## config.mk

```make
export PLATFORM = sky130hd
export DESIGN_NAME = fetch_stage
export DESIGN_NICKNAME = d
export VERILOG_FILES = /design/src/rtl/fetch_stage.sv
export SDC_FILE = /design/constraint.sdc
export NUM_CORES = 1
export LEC_CHECK = 0
export ABC_AREA = 1
export BUFFER_PORTS_ARGS = -buffer_cell sky130_fd_sc_hd__buf_2
export CORE_UTILIZATION = 56
export CTS_CLUSTER_SIZE = 28
export DETAILED_ROUTE_END_ITERATION = 8
export GPL_TIMING_DRIVEN = 0
export HOLD_SLACK_MARGIN = 0.03
export PLACE_DENSITY = 0.87
export SLEW_MARGIN = 40
export SYNTH_ARGS = -nofsm -noshare
export SYNTH_HDL_FRONTEND = slang
export SYNTH_SLANG_ARGS = --single-unit
export TNS_END_PERCENT = 50
```

## constraint.sdc

```tcl
create_clock -name CLK -period 2.15 [get_ports CLK]
set_input_delay 0.215 -clock CLK [delete_from_list [all_inputs] [get_ports CLK]]
set_output_delay 0.215 -clock CLK [all_outputs]
set_load 0.05 [all_outputs]
```

## src/rtl/fetch_stage.sv

```systemverilog
// Instruction fetch stage: one-outstanding-request memory front end feeding a
// 2-entry {pc,instr} queue whose head is presented to the F/D register.
module fetch_stage #(
  parameter int unsigned     SIZE     = 32,
  parameter logic [SIZE-1:0] RESET_PC = '0
) (
  input  logic            CLK,
  input  logic            RST,
  input  logic            StallF,
  input  logic            RedirectE,
  input  logic [SIZE-1:0] TargetE,
  output logic            ImemReq,
  output logic [SIZE-1:0] ImemAddr,
  input  logic            ImemReady,
  input  logic            ImemValid,
  input  logic [SIZE-1:0] ImemData,
  output logic [SIZE-1:0] InstrF,
  output logic [SIZE-1:0] PCF,
  output logic            ValidF,
  output logic [1:0]      DbgState,
  output logic [1:0]      DbgCount
);

  // Memory handshake: a request transfers on a cycle with ImemReq & ImemReady;
  // ImemReq/ImemAddr hold until then (unless redirected). The response is the
  // single cycle with ImemValid while a request is outstanding (ST_WAIT).
  typedef enum logic [1:0] {
    ST_IDLE = 2'd0,
    ST_WAIT = 2'd1,
    ST_DROP = 2'd2
  } state_e;

  localparam logic [SIZE-1:0] PC_STEP = SIZE'(4);

  state_e          state_q, state_d;
  logic [SIZE-1:0] fpc_q, fpc_d;
  logic [SIZE-1:0] req_pc_q, req_pc_d;
  logic [1:0]      count_q, count_d;
  logic [SIZE-1:0] pc_q [2];
  logic [SIZE-1:0] instr_q [2];
  logic [SIZE-1:0] pc_d [2];
  logic [SIZE-1:0] instr_d [2];
  logic            run_q;
  logic            accept;
  logic            push;
  logic            pop;
  logic            push_slot;

  // run_q keeps the request line quiet for the first cycle out of reset.
  assign ImemReq  = run_q && (state_q == ST_IDLE) && (count_q != 2'd2) && !RedirectE;
  assign ImemAddr = fpc_q;
  assign accept   = ImemReq && ImemReady;
  assign push     = (state_q == ST_WAIT) && ImemValid && !RedirectE;

  assign ValidF   = (count_q != 2'd0);
  assign pop      = ValidF && !StallF;
  assign InstrF   = ValidF ? instr_q[0] : '0;
  assign PCF      = ValidF ? pc_q[0]    : '0;

  assign DbgState = state_q;
  assign DbgCount = count_q;

  // Request FSM and fetch address; a redirect overrides any accept.
  always_comb begin
    state_d  = state_q;
    fpc_d    = fpc_q;
    req_pc_d = req_pc_q;
    unique case (state_q)
      ST_IDLE: begin
        if (accept) begin
          state_d  = ST_WAIT;
          fpc_d    = fpc_q + PC_STEP;
          req_pc_d = fpc_q;
        end
      end
      ST_WAIT: begin
        if (ImemValid)      state_d = ST_IDLE;
        else if (RedirectE) state_d = ST_DROP;
      end
      ST_DROP: begin
        if (ImemValid) state_d = ST_IDLE;
      end
      default: state_d = ST_IDLE;
    endcase
    if (RedirectE) fpc_d = TargetE;
  end

  // Head lives in slot 0; a push lands behind whatever survives this cycle's pop.
  always_comb begin
    count_d   = count_q;
    pc_d      = pc_q;
    instr_d   = instr_q;
    push_slot = ((count_q == 2'd1) && !pop) || (count_q == 2'd2);
    if (RedirectE) begin
      count_d = '0;
    end else begin
      count_d = count_q + {1'b0, push} - {1'b0, pop};
      if (pop) begin
        pc_d[0]    = pc_q[1];
        instr_d[0] = instr_q[1];
      end
      if (push) begin
        if (push_slot) begin
          pc_d[1]    = req_pc_q;
          instr_d[1] = ImemData;
        end else begin
          pc_d[0]    = req_pc_q;
          instr_d[0] = ImemData;
        end
      end
    end
  end

  always_ff @(posedge CLK) begin
    if (RST) begin
      state_q  <= ST_IDLE;
      fpc_q    <= RESET_PC;
      req_pc_q <= '0;
      count_q  <= '0;
      run_q    <= 1'b0;
      pc_q     <= '{default: '0};
      instr_q  <= '{default: '0};
    end else begin
      state_q  <= state_d;
      fpc_q    <= fpc_d;
      req_pc_q <= req_pc_d;
      count_q  <= count_d;
      run_q    <= 1'b1;
      pc_q     <= pc_d;
      instr_q  <= instr_d;
    end
  end

endmodule

```

After elaboration in Yosys (flattened, before gate mapping)
Cells that the tools add are included.
Storage, ports and cells
  input port bits: 70
  output and inout port bits: 102
  register bits: 197
  logic and storage cells: 61
Cells by class
  add/subtract/negate cells: 3
  mux-type cells: 19
  eq/ne operators: 8
  reductions and logical operators: 21
  bitwise operators: 1
Operator list (count)
  $mux 32: 11
  $mux 64: 2
  $add 32x3->32 const B: 1
  $logic_and 1x1->1: 8
  $mux 2: 4
  $ne 2x2->1 const B: 3
  $pmux 2 s3: 1
  $reduce_and 3->1: 2
  $reduce_bool 2->1: 3
  $eq 2x1->1 const B: 2
  $eq 2x2->1 const B: 2
  $reduce_and 2->1: 2
  $logic_not 1->1: 3
  $ne 3x3->1 const B: 1
  $add 2x1->2: 1
  $logic_not 2->1: 1
  $reduce_or 2->1: 1
  $sub 2x1->2: 1
  $logic_or 1x1->1: 1
  $mux 1: 1
  $not 1->1: 1

Logic depth before layout (Yosys ltp)
  depth after elaboration: 8
  depth in mapped cells: 12

Worst setup path before layout
OpenSTA, ideal clock, no wires.
  path kind: register to register
  from: reg count_q[1] (netlist: DbgCount[1])
  to: reg count_q[1] (netlist: DbgCount[1])
  path slack: -232 ps
  cell stages (with the launch flop): 12
  period minus slack after synthesis: 2382 ps
  library setup time: 71 ps
  arrival: 2312 ps
  data required time: 2079 ps
  cells stage by stage: dfxtp_1 > nor2_2 > inv_2 > nand2_2 > inv_2 > buf_2 > buf_2 > ha_1 > inv_1 > ha_1 > or2_2 > a21oi_1
On the way
  cells in the longest elaborated chain, start to end: 3
  elaborated cells between the ends (all ways): 4
RTL lines
  start: declaration: RTL line 38  | logic [1:0] count_q, count_d;
  start signal: assignment: RTL line 127  | count_q <= count_d;
  $reduce_bool 2->1: RTL line 55  | assign ValidF = (count_q != 2'd0);
  named net ValidF: RTL line 19  | output logic ValidF,
  $logic_and 1x1->1: RTL line 56  | assign pop = ValidF && !StallF;
  $sub 2x1->2: RTL line 97  | count_d = count_q + {1'b0, push} - {1'b0, pop};
The timed path passes the listed nets, and every way through them passes these cells.
A chain may end at the register's enable or synchronous reset.

Final worst setup path
  from: reg count_q[1] (netlist: DbgCount[1])
  to: out InstrF[25]
On the way
  cells in the longest elaborated chain, start to end: 2
RTL lines
  $reduce_bool 2->1: RTL line 55
  $mux 32: RTL line 57  | assign InstrF = ValidF ? instr_q[0] : '0;
  end: declaration: RTL line 17  | output logic [SIZE-1:0] InstrF,
Every way passes these cells.

==> run summary <==
die width = 130.9 um
global-route wire length before repair = 43870 um
fmax = 0.4810 GHz
Mapped Avg Cell Area = 6.652 um2
worst-path maximum fanout = 10
Tmin final = 2.079 ns
worst r2r dst = DbgCount[1]
RSZ-0062 raised after global routing = true
post-synth cell types = 33
Ports = 172
synthesized area = 0.009299 mm2
Peak VDD IR = 0.6803 mV
Die H = 130.9 um
Worst setup startpoint = DbgCount[1]
die area = 0.01712 mm2
Final ANT Viol Nets = 0
crit end category = output pin
H-tree levels = 4
DR vias = 10200
# rows = 46
Total GRT Usage = 33.34%
initial antenna violation count = 0
FF-to-FF setup slack = 0.09 ns
worst path required time = 1.93 ns
area of placed instances = 0.01043 mm2
Root Driver = clkbuf_16
Slew Limit Fails = 0
clock group share of total power = 41.4%
IO buf count = 170
LEAKAGE = 4.914 nW
Starting Density = 57.91%
clk_lat worst skew = 0.44 ns
Layout Cells excl Fill = 1839
Layout area overhead = 21.15%
drt drc = 0
Setup violations, final = 0
CP cell instances = nor2_2, buf_2, clkbuf_2, nor2_1, buf_2
fill count = 1357
ys async rst share = 0%
clock transition at the registers of the reported paths = 0.07 ns
Top Metal Used = met4
WL per Instance = 15.62 um
Gate power share = 9.3%
cell area power density = 685.0 mW/mm2
postcts setup bufs = 0
Hold Path Cell Cnt = 3
post-synthesis sequential element count = 197
final wirelength = 28730 um
CTS buffer count = 17
final core utilization = 70.16%
Placer Congestion = 0.9421
status = finished, final reports clean
largest net degree at the start of global routing = 17
Internal Power = 5.719 mW
worst min-delay path category = in -> reg
WL met2 = 13270 um
Hold Fails Final Rpt = 0
worst-margin pin slew = 0.6385 ns
RR Startpoint = DbgCount[1]
cells after synthesis = 1398
Met3 Wirelength = 2614 um
Bufs on Longest Clock Path = 2
Worst path slowest cell = dfxtp_4
total gr overflow = 0
via count of the first global-routing pass = 8903
startpoint types = flip-flop
Syn Nets = 1471
Crit path largest cell delay = 0.36 ns
drt initial violations = 753
worst setup path class = reg -> out
max_cap viols = 0
sequential cell area fraction in the yosys report = 42.41%
Core ar. = 0.01606 mm2
Fin Hold WS = 0.04049 ns
layout cells sized above 1 = 15.65%
Vias/cell = 5.544
arrival time worst endpoint = 1.86 ns
fin crit share = 96.71%
Net Sw Frac = 25.89%
n_diodes = 0
placed cell count = 1784
routed length on met1 = 11750 um
Clock Sinks = 197
top_reg_cell synth = dfxtp_1
Setup crit end = InstrF[25]
Pre-antenna DRT Iters = 6
design area = 0.01127 mm2
relative slew slack = 57.44%
Layout Nets = 1683
Max Clock Skew = 0.008137 ns
Post-synth EDFFs = 0
CTS tree = built
warnings from Yosys = 0
Seq pwr share = 49.4%
sw power = 1.998 mW
FF-to-FF path depth = 10
dpl hpwl = 20030 um
crit-path most repeated cell = buf_2
==> worst min path at each step <==
stage             endpoint         start  slack, ns
6_report        instr_q[7]   ImemData[7]       0.04
5_1_grt        instr_q[13]  ImemData[13]       0.04
4_1_cts         instr_q[6]   ImemData[6]       0.03
3_5_place_dp   ImemAddr[0]    TargetE[0]       0.41
3_3_place_gp   ImemAddr[1]    TargetE[1]       0.41
2_1_floorplan  ImemAddr[0]    TargetE[0]       0.32
==> metal layers <==
layer	vias to the layer above	global-route usage, %
met5	-	0
met2	573	54.65
met1	4586	41.74
li1	4948	-
met4	0	17.78
met3	89	6.067
==> layout make-up <==
class	instances	area, um2	area share (%)
multi-input combinational	952	4334	38.47
sequential	197	3951	35.07
timing repair buffer	194	1091	9.685
inverter	161	606.8	5.386
clock buffer	20	456.7	4.054
buffer	87	425.4	3.776
tap	216	270.3	2.399
clock inverter	12	130.1	1.155
==> what timing repair did <==
item | 4_1_cts | 5_1_grt
hold buffers | 24 | 0
endpoints found under the setup margin | 61 | 52
hold endpoints to repair | 24 | 0
gates resized for setup | 6 | 8
==> power groups by stage <==
stage               combinational [mW]  sequential (mW)  clock, mW
floorplan                        0.312             3.99          0
global placement                 0.655             3.89          0
detailed placement               0.665             3.89          0
CTS                              0.704             3.80       3.18
global route                     0.772             3.81       3.33
finish                           0.717             3.81       3.19
==> cell families after synthesis <==
group           count (synthesis)  share of synthesized area [%]
compound gates                327                          18.82
flops                         197                          42.41
xor+xnor                        4                         0.3768
simple gates                  618                          26.95
fa+ha+maj                       3                         0.4037
buf+inv                       249                          11.03
==> Yosys cell counts (2+ instances only) <==
cell	number	area, um2
a211oi_1	9	67.56
nor2_2	4	25.02
clkinv_1	2	7.510
buf_6	5	56.30
dfxtp_1	197	3944
nand2_2	2	12.51
inv_1	152	570.6
o21ai_0	163	815.8
inv_2	6	22.52
nand4_1	6	37.54
a31oi_1	5	31.28
a21oi_1	83	415.4
nor2_1	236	885.9
buf_2	14	70.07
clkbuf_1	55	206.5
buf_4	9	67.56
xor2_1	3	26.28
ha_1	3	37.54
o22ai_1	64	400.4
buf_1	5	18.77
or2_2	2	12.51
nand2_1	258	968.4
nand3_1	105	525.5
==> layout by cell type, fill, tap and decap left out, types with 2 or more instances in the layout <==
cell	n
a211oi_1	9
a21oi_1	83
a31oi_1	5
buf_1	5
buf_2	184
buf_4	10
buf_6	5
bufinv_16	2
clkbuf_1	49
clkbuf_16	17
clkbuf_2	5
clkbuf_8	2
clkinv_1	2
clkinv_2	4
clkinv_4	4
clkinvlp_4	2
dfxtp_1	195
dfxtp_4	2
dlygate4sd3_1	24
ha_1	3
inv_1	152
inv_2	6
nand2_1	258
nand3_1	105
nand4_1	6
nor2_1	236
nor2_2	4
o21ai_0	163
o22ai_1	64
or2_2	2
xor2_1	3
==> worst max-delay path: cells and delay by family, from the launching register on <==
family | cells | cell delay (ns)
DFF | 1 | 0.36
and+or+nand+nor | 2 | 0.22
buffers and inverters | 3 | 0.83
==> through the flow <==
stage / total power, mW / setup TNS [ns] / setup slack, ns
4_1_cts: 7.688 / 0 / 0.002139
5_1_grt: 7.914 / -0.06514 / -0.03488
3_5_place_dp: 4.553 / -0.07202 / -0.07202
2_1_floorplan: 4.300 / 0 / 0.02343
6_report: 7.718 / 0 / 0.07082
3_3_place_gp: 4.542 / -0.01809 / -0.01809
==> sequential cells by signal, summed over array words and instances (netlist names) <==
| name | cells |
|---|---|
| instr_q | 64 |
| pc_q | 64 |
| ImemAddr | 32 |
| req_pc_q | 32 |
| DbgCount | 2 |
| DbgState | 2 |
| run_q | 1 |
(Power assumes the default switching activity.)
